`src/rtl/spi_pkg.sv`:
```
// Shared definitions for the SPI register-access master.
// Holds the transaction FSM state encoding, the command byte layout and the
// timing limits that the master checks its parameters against.
package spi_pkg;

  typedef enum logic [2:0] {
    ST_IDLE,
    ST_SETUP,
    ST_CMD,
    ST_GAP,
    ST_DATA,
    ST_HOLD,
    ST_IDLE_GAP
  } spi_state_e;

  // Command byte: bit 7 = rw (1 = write), bits 6:0 = slave address
  localparam int CMD_RW_BIT = 7;
  localparam int ADR_W      = 7;
  localparam int CMD_W      = 8;

  // Timing limits in clk cycles
  localparam int MIN_CS_SETUP = 3;
  localparam int MIN_ADR_GAP  = 3;
  localparam int MIN_CLK_DIV  = 4;
  localparam int MAX_CLK_DIV  = 255;

  function automatic int max_int(input int a, input int b);
    return (a > b) ? a : b;
  endfunction

endpackage

```
`src/rtl/spi_master_rw_if.sv`:
```
// Bus bundle between the requesting logic, the SPI master and the slave chain.
//   start/rw/adr/wdata : request side, driven by the requester
//   busy/done/rdata    : status side, driven by the master
//   sclk/mosi/cs       : SPI lines driven by the master
//   miso               : SPI line driven by the slave chain
// Nbit must match the Nbit of the master connected to it.
interface spi_master_rw_if
  import spi_pkg::*;
#(
  parameter int Nbit = 8
);
  logic             start;
  logic             rw;
  logic [ADR_W-1:0] adr;
  logic [Nbit-1:0]  wdata;
  logic             busy;
  logic             done;
  logic [Nbit-1:0]  rdata;
  logic             sclk;
  logic             mosi;
  logic             miso;
  logic             cs;

  modport master (
    input  start, rw, adr, wdata, miso,
    output busy, done, rdata, sclk, mosi, cs
  );

  modport slave (
    output start, rw, adr, wdata, miso,
    input  busy, done, rdata, sclk, mosi, cs
  );
endinterface

```
`src/rtl/spi_sclk_gen.sv`:
```
// SPI clock generator (mode 0, idle low).
//   clk      : system clock
//   rst      : asynchronous reset, active-low
//   en       : run the divider; when low the counter clears and sclk is 0
//   sclk     : registered SPI clock, CLK_DIV clk cycles per half-period
//   rise_stb : high in the clk cycle whose closing edge takes sclk 0->1
//   fall_stb : high in the clk cycle whose closing edge takes sclk 1->0
module spi_sclk_gen #(
  parameter int CLK_DIV = 4
) (
  input  logic clk,
  input  logic rst,
  input  logic en,
  output logic sclk,
  output logic rise_stb,
  output logic fall_stb
);

  logic [7:0] div_cnt;
  logic       half_end;

  assign half_end = en && (div_cnt == 8'(CLK_DIV - 1));
  assign rise_stb = half_end && !sclk;
  assign fall_stb = half_end &&  sclk;

  always_ff @(posedge clk or negedge rst) begin
    if (!rst) begin
      div_cnt <= 8'd0;
      sclk    <= 1'b0;
    end else if (!en) begin
      div_cnt <= 8'd0;
      sclk    <= 1'b0;
    end else if (half_end) begin
      div_cnt <= 8'd0;
      sclk    <= ~sclk;
    end else begin
      div_cnt <= div_cnt + 8'd1;
    end
  end

endmodule

```
`src/rtl/spi_master_rw.sv`:
```
// SPI master for addressed register reads/writes to register read-back slaves.
// A transaction is a command byte {rw, adr[6:0]} followed by an Nbit data
// field, both MSB first, in SPI mode 0.
//   clk : system clock (shared with the slaves)
//   rst : asynchronous reset, active-low
//   bus : spi_master_rw_if master modport
//         start/rw/adr/wdata in, busy/done/rdata out, sclk/mosi/cs out, miso in
// Start edge to done = 1 + CS_SETUP + 16*CLK_DIV + ADR_GAP + 2*Nbit*CLK_DIV
// + CS_HOLD cycles; busy stays high for a further CS_IDLE cycles with cs high.
module spi_master_rw
  import spi_pkg::*;
#(
  parameter int Nbit     = 8,
  parameter int CLK_DIV  = 4,
  parameter int CS_SETUP = 4,
  parameter int ADR_GAP  = 4,
  parameter int CS_HOLD  = 2,
  parameter int CS_IDLE  = 4
) (
  input  logic              clk,
  input  logic              rst,
  spi_master_rw_if.master   bus
);

  localparam int TX_W   = CMD_W + Nbit;
  localparam int BCNT_W = max_int($clog2(Nbit + 1), $clog2(CMD_W + 1));

  if (CLK_DIV < MIN_CLK_DIV || CLK_DIV > MAX_CLK_DIV) begin : g_bad_clk_div
    $error("spi_master_rw: CLK_DIV must be in 4..255");
  end
  if (CS_SETUP < MIN_CS_SETUP) begin : g_bad_cs_setup
    $error("spi_master_rw: CS_SETUP must be at least 3");
  end
  if (ADR_GAP < MIN_ADR_GAP) begin : g_bad_adr_gap
    $error("spi_master_rw: ADR_GAP must be at least 3");
  end

  spi_state_e          state;
  logic [7:0]          cnt;
  logic [BCNT_W-1:0]   bit_cnt;
  logic                rw_q;
  logic                cs_q;
  logic                busy_q;
  logic                done_q;
  logic                mosi_q;
  logic [Nbit-1:0]     rdata_q;
  logic [Nbit-1:0]     rx_shift;
  logic [TX_W-1:0]     tx_shift;
  logic [CMD_W-1:0]    cmd_word;
  logic                accept;
  logic                sclk_en;
  logic                sclk;
  logic                rise_stb;
  logic                fall_stb;

  always_comb begin
    cmd_word                = '0;
    cmd_word[CMD_RW_BIT]    = bus.rw;
    cmd_word[ADR_W-1:0]     = bus.adr;
  end

  // busy is low only in IDLE, so this is "start while not busy"
  assign accept  = (state == ST_IDLE) && bus.start;
  assign sclk_en = (state == ST_CMD) || (state == ST_DATA);

  spi_sclk_gen #(
    .CLK_DIV (CLK_DIV)
  ) u_sclk_gen (
    .clk      (clk),
    .rst      (rst),
    .en       (sclk_en),
    .sclk     (sclk),
    .rise_stb (rise_stb),
    .fall_stb (fall_stb)
  );

  // Control FSM. SETUP lasts CS_SETUP+1 cycles: the cycle right after
  // acceptance plus CS_SETUP cycles of cs-low settle time.
  always_ff @(posedge clk or negedge rst) begin
    if (!rst) begin
      state   <= ST_IDLE;
      cnt     <= 8'd0;
      bit_cnt <= '0;
      rw_q    <= 1'b0;
      cs_q    <= 1'b1;
      busy_q  <= 1'b0;
      done_q  <= 1'b0;
      mosi_q  <= 1'b0;
      rdata_q <= '0;
    end else begin
      done_q <= 1'b0;
      case (state)
        ST_IDLE: begin
          if (bus.start) begin
            state  <= ST_SETUP;
            cnt    <= 8'd0;
            rw_q   <= bus.rw;
            cs_q   <= 1'b0;
            busy_q <= 1'b1;
            mosi_q <= bus.rw;
          end
        end
        ST_SETUP: begin
          if (cnt == 8'(CS_SETUP)) begin
            state   <= ST_CMD;
            bit_cnt <= '0;
          end else begin
            cnt <= cnt + 8'd1;
          end
        end
        ST_CMD: begin
          // The 8th fall also presents the first data bit for GAP
          if (fall_stb) begin
            mosi_q <= tx_shift[TX_W-2];
            if (bit_cnt == BCNT_W'(CMD_W - 1)) begin
              state   <= ST_GAP;
              cnt     <= 8'd0;
              bit_cnt <= '0;
            end else begin
              bit_cnt <= bit_cnt + 1'b1;
            end
          end
        end
        ST_GAP: begin
          if (cnt == 8'(ADR_GAP - 1)) begin
            state <= ST_DATA;
            if (!rw_q) begin
              mosi_q <= 1'b0;
            end
          end else begin
            cnt <= cnt + 8'd1;
          end
        end
        ST_DATA: begin
          if (fall_stb) begin
            mosi_q <= rw_q ? tx_shift[TX_W-2] : 1'b0;
            if (bit_cnt == BCNT_W'(Nbit - 1)) begin
              state   <= ST_HOLD;
              cnt     <= 8'd0;
              bit_cnt <= '0;
              mosi_q  <= 1'b0;
            end else begin
              bit_cnt <= bit_cnt + 1'b1;
            end
          end
        end
        ST_HOLD: begin
          if (cnt == 8'(CS_HOLD - 1)) begin
            state  <= ST_IDLE_GAP;
            cnt    <= 8'd0;
            cs_q   <= 1'b1;
            done_q <= 1'b1;
            if (!rw_q) begin
              rdata_q <= rx_shift;
            end
          end else begin
            cnt <= cnt + 8'd1;
          end
        end
        ST_IDLE_GAP: begin
          if (cnt == 8'(CS_IDLE - 1)) begin
            state  <= ST_IDLE;
            busy_q <= 1'b0;
          end else begin
            cnt <= cnt + 8'd1;
          end
        end
        default: state <= ST_IDLE;
      endcase
    end
  end

  // Shift registers: tx advances one bit per sclk fall; rx takes miso on
  // the edge where sclk goes high, MSB received first.
  always_ff @(posedge clk) begin
    if (accept) begin
      tx_shift <= {cmd_word, bus.wdata};
    end else if (fall_stb) begin
      tx_shift <= tx_shift << 1;
    end
    if ((state == ST_DATA) && rise_stb && !rw_q) begin
      rx_shift <= {rx_shift[Nbit-2:0], bus.miso};
    end
  end

  assign bus.busy  = busy_q;
  assign bus.done  = done_q;
  assign bus.rdata = rdata_q;
  assign bus.sclk  = sclk;
  assign bus.mosi  = mosi_q;
  assign bus.cs    = cs_q;

endmodule

```
`src/flat_wrapper.sv`:
```
// flat-port wrapper written by rule: the top's interface ports become plain ports
module spi_master_rw_flat import spi_pkg::*;
#(
  parameter int Nbit     = 8,
  parameter int CLK_DIV  = 4,
  parameter int CS_SETUP = 4,
  parameter int ADR_GAP  = 4,
  parameter int CS_HOLD  = 2,
  parameter int CS_IDLE  = 4
)
  (clk, rst, bus_start, bus_rw, bus_adr, bus_wdata, bus_miso, bus_busy, bus_done, bus_rdata, bus_sclk, bus_mosi, bus_cs);
  spi_master_rw_if #(.Nbit(Nbit)) bus_i ();
  input  logic clk;
  input  logic rst;
  input wire logic [$bits(bus_i.start)-1:0] bus_start;
  input wire logic [$bits(bus_i.rw)-1:0] bus_rw;
  input wire logic [$bits(bus_i.adr)-1:0] bus_adr;
  input wire logic [$bits(bus_i.wdata)-1:0] bus_wdata;
  input wire logic [$bits(bus_i.miso)-1:0] bus_miso;
  output wire logic [$bits(bus_i.busy)-1:0] bus_busy;
  output wire logic [$bits(bus_i.done)-1:0] bus_done;
  output wire logic [$bits(bus_i.rdata)-1:0] bus_rdata;
  output wire logic [$bits(bus_i.sclk)-1:0] bus_sclk;
  output wire logic [$bits(bus_i.mosi)-1:0] bus_mosi;
  output wire logic [$bits(bus_i.cs)-1:0] bus_cs;
  assign bus_i.start = bus_start;
  assign bus_i.rw = bus_rw;
  assign bus_i.adr = bus_adr;
  assign bus_i.wdata = bus_wdata;
  assign bus_i.miso = bus_miso;
  assign bus_busy = bus_i.busy;
  assign bus_done = bus_i.done;
  assign bus_rdata = bus_i.rdata;
  assign bus_sclk = bus_i.sclk;
  assign bus_mosi = bus_i.mosi;
  assign bus_cs = bus_i.cs;
  spi_master_rw #(.Nbit(Nbit), .CLK_DIV(CLK_DIV), .CS_SETUP(CS_SETUP), .ADR_GAP(ADR_GAP), .CS_HOLD(CS_HOLD), .CS_IDLE(CS_IDLE)) u_core (.clk(clk), .rst(rst), .bus(bus_i));
endmodule
```
`config.mk`:
```
export PLATFORM = sky130hd
export DESIGN_NAME = spi_master_rw_flat
export DESIGN_NICKNAME = d
export VERILOG_FILES = /design/src/rtl/spi_pkg.sv /design/src/rtl/spi_master_rw_if.sv /design/src/rtl/spi_sclk_gen.sv /design/src/rtl/spi_master_rw.sv /design/src/flat_wrapper.sv
export SDC_FILE = /design/constraint.sdc
export NUM_CORES = 1
export LEC_CHECK = 0
export CAP_MARGIN = 20
export CORE_MARGIN = 3
export CORE_UTILIZATION = 24
export DETAILED_ROUTE_END_ITERATION = 6
export PLACE_DENSITY = 0.4
export REMOVE_ABC_BUFFERS = 1
export SYNTH_ARGS = -nofsm -noshare
export SYNTH_HDL_FRONTEND = slang
export SYNTH_SLANG_ARGS = --single-unit
```
`constraint.sdc`:
```
create_clock -name clk -period 2.1 [get_ports clk]
set_input_delay 0.42 -clock clk [delete_from_list [all_inputs] [get_ports clk]]
set_output_delay 0.42 -clock clk [all_outputs]
set_load 0.005 [all_outputs]
```
==> run_results.csv <==
group,metric,value,unit
critical_path,critPathArrivalTime,2.20,ns
critical_path,worstSetupEndpointType,"flip-flop",
drt,first_pass_iters,6,
sta,maxClockFrequency,502,MHz
logic_synthesis,synth-edff-count,23,
logic_synthesis,async_reset_ff_share,61.7,%
critical_path,r2r-start,"u_core.cnt[0]",
critical_path,crit_path_start_kind,"flip-flop",
pwr,power_leakage,1.67,nW
drt,remaining_drc_errors,0,
placed_design,gp_congestion,0.773,
floorplanning,floorplan.core_area,0.0116,sq mm
critical_path,r2r_setup_slack,0.11,ns
clocking,clock_input_transition_at_the_sequential_cells_of_the_worst_setup_and_hold_paths,0.05,ns
drt,finalWirelength,6700,um
drt,avgRoutedWirePerCell,14.0,um
clocking,htree_levels,3,
logic_synthesis,sequential_fraction_of_the_synthesis_area,55.6,%
logic_synthesis,avgSynthCellArea,10.7,sq um
logic_synthesis,syn_area,0.00291,sq mm
sta,finalSetupViolations,0,
run,max_cap_violations,0,
clocking,clkSinkCount,60,
layout,most-common-layout-cells,"sky130_fd_sc_hd__nand2_1, sky130_fd_sc_hd__dfrtp_1, sky130_fd_sc_hd__clkdlybuf4s50_1",
run_status,outcome,"completed",
sta,post-route-min-period,1.99,ns
logic_synthesis,yosys.cell_types.count,51,
critical_path,crit_fanout,6,
global_routing,grt_antenna_before_repair,0,
clocking,tritoncts,"built",
sta,tightestPinTransition,0.445,ns
sta,finalMaxSlewViolations,0,
sta,final.period_utilization,94.8,%
critical_path,critical_path_depth,6,
critical_path,worst-endpoint-required,2.31,ns
clocking,numCtsBuffers,9,
placed_design,io_buffer_count,32,
layout,finish.net_count,356,
pwr,power-per-cell-area,734,mW/mm^2
drt,vias_per_cell,4.54,
logic_synthesis,synth.ff_latch_count,60,
layout,final_layout_size_suffix_gt1_share,20.5,%
global_routing,maximum_number_of_pins_on_one_net_before_global_route_repair,22,
global_routing,gr-usage-all-layers,10.8,%
sta,grt_setup_unrepaired,"no",
layout,n_antenna_cell,0,
clocking,cts.root.buffer_cell,"sky130_fd_sc_hd__clkbuf_16",
critical_path,crit_type,"reg -> reg",
critical_path,critical-path-top-delay-family,"simple AND/OR/NAND/NOR gates",
layout,area_delta_synth_final,34.2,%
drt,route.antenna.remaining_nets,0,
clocking,ctsLongestPathBuffers,2,
sta,worst_slew_margin_rel,70.3,%
floorplanning,initial_utilization,25.0,%
logic_synthesis,yosys_warnings,0,
logic_synthesis,syn_inst,271,
critical_path,cp_slowest_cell,"sky130_fd_sc_hd__or4b_4",
logic_synthesis,synth_top_flop_cell,"sky130_fd_sc_hd__dfrtp_1",
global_routing,first_global_vias,2174,
drt,violation_count_after_the_first_detailed_route_iteration,111,
layout,final_core_utilization,33.6,%
floorplanning,ioPinCount,33,
pwr,post-layout-total-power,2.86,mW
placed_design,post-dp-hpwl,4780,um
drt,dr_total_vias,2176,
critical_path,rr_endpoint,"u_core.cnt[1]",
sta,hold_viol,0,
critical_path,path_cells,"ha_1, or4b_4, o31a_1, nand2b_4, nand3_2, mux2_4",
critical_path,max_stage_delay,0.50,ns
clocking,clkLatencyLatePin,0.33,ns
global_routing,grt_overflow_total,0,
critical_path,worst-path-buf-inv,0,
critical_path,rr_worst_depth,6,
hold_path,hold_path.class,"in -> async",
floorplanning,floorplan.rows,39,
floorplanning,fp.dieArea,0.0135,sq mm
pwr,maximum_vdd_ir_drop,299,uV
global_routing,grt_first_pass_wirelength,11300,um
layout,final_common_cell,"sky130_fd_sc_hd__nand2_1",
floorplanning,die_w,116,um
floorplanning,die_y,116,um
sta,final.setup_skew,0.0103,ns
synth_stat cells, types with 2 or more instances:
cell,count,area (sq um)
sky130_fd_sc_hd__a21oi_1,3,15.0
sky130_fd_sc_hd__a221o_1,2,20.0
sky130_fd_sc_hd__a22o_1,3,26.3
sky130_fd_sc_hd__a22o_2,4,40.0
sky130_fd_sc_hd__a32o_1,2,20.0
sky130_fd_sc_hd__and3_1,6,37.5
sky130_fd_sc_hd__and3b_1,2,17.5
sky130_fd_sc_hd__buf_6,2,22.5
sky130_fd_sc_hd__clkbuf_1,6,22.5
sky130_fd_sc_hd__dfrtp_1,36,901
sky130_fd_sc_hd__edfxtp_1,23,691
sky130_fd_sc_hd__ha_1,5,62.6
sky130_fd_sc_hd__inv_1,3,11.3
sky130_fd_sc_hd__mux2_2,10,113
sky130_fd_sc_hd__nand2_1,62,233
sky130_fd_sc_hd__nand2b_1,4,25.0
sky130_fd_sc_hd__nand3_1,12,60.1
sky130_fd_sc_hd__nand4_1,4,25.0
sky130_fd_sc_hd__nor2_1,21,78.8
sky130_fd_sc_hd__nor2b_1,7,43.8
sky130_fd_sc_hd__nor3_1,6,30.0
sky130_fd_sc_hd__nor3_2,2,20.0
sky130_fd_sc_hd__nor4_1,3,18.8
sky130_fd_sc_hd__o211ai_1,4,30.0
sky130_fd_sc_hd__o21ai_0,6,30.0
sky130_fd_sc_hd__or2_1,2,12.5
sky130_fd_sc_hd__xnor2_1,2,17.5
sky130_fd_sc_hd__xor2_1,6,52.6
sequential cells by signal (all words and copies together), names as in the netlist:
signal and cells:
u_core.u_sclk_gen.sclk 1, u_core.bus.cs 1, u_core.bus.busy 1, u_core.bus.done 1, u_core.u_sclk_gen.div_cnt 8, u_core.rw_q 1, u_core.cnt 8, u_core.state 3
u_core.bit_cnt 4, u_core.rx_shift 8, u_core.bus.mosi 1, u_core.tx_shift 15, u_core.bus.rdata 8
per-stage QoR:
step	TNS, ns	hold WS, ns	instance area [sq um]	setup WS, ns	std cells
after floorplan	-1.23	0.124	2850	-0.153	262
after CTS	0	0.0487	3880	0.0686	477
after detailed placement	0	0.398	3550	0.0951	461
final	0	0.0376	3900	0.110	479
after global routing	0	0.0683	3900	0.00790	479
after global placement	0	0.398	3550	0.119	461
where the power goes:
group / internal (mW) / switching [mW]
Sequential: 1.21 / 0
Clock: 1.07 / 0.528
Combinational: 0.0337 / 0.0215
Total: 2.31 / 0.550
routing by layer:
layer	global-route usage, %	wire [um]	vias to the layer above
met5	0	0	-
met4	4.41	123	0
met3	3.06	268	10
met2	16.4	3090	31
met1	14.7	3210	1052
li1	-	-	1083
area by class of cell:
class                           count  area [sq um]
Clock buffer                       10           239
Fill cell                        1174          7710
Timing Repair Buffer               58           536
Multi-Input combinational cell    199          1230
Clock inverter                      6          87.6
Inverter                            3          11.3
Sequential cell                    60          1620
Tap cell                          143           179
logic make-up after synthesis:
kind of cell	count (synthesis)	share of synthesized area, %
xor+xnor	8	2.41
flops	60	55.6
simple gates	142	24.3
mux	11	4.39
buf+inv	12	2.41
compound gates	33	8.69
fa+ha+maj	5	2.15
worst max path at each step:
stage | to | slack [ns] | start
after floorplan | u_core.rx_shift[0] | -0.15 | u_core.u_sclk_gen.div_cnt[0]
after global placement | u_core.cnt[1] | 0.12 | u_core.cnt[0]
after detailed placement | u_core.cnt[1] | 0.1 | u_core.cnt[0]
after CTS | u_core.cnt[1] | 0.07 | u_core.cnt[0]
after global routing | u_core.cnt[3] | 0.008 | u_core.cnt[1]
final | u_core.cnt[1] | 0.11 | u_core.cnt[0]
timing repair:
item	in CTS	in global routing
setup endpoints to repair	0	16
gates resized for setup	0	3
hold buffers	0	0
buffers inserted	0	2
(Power assumes the default switching activity.)
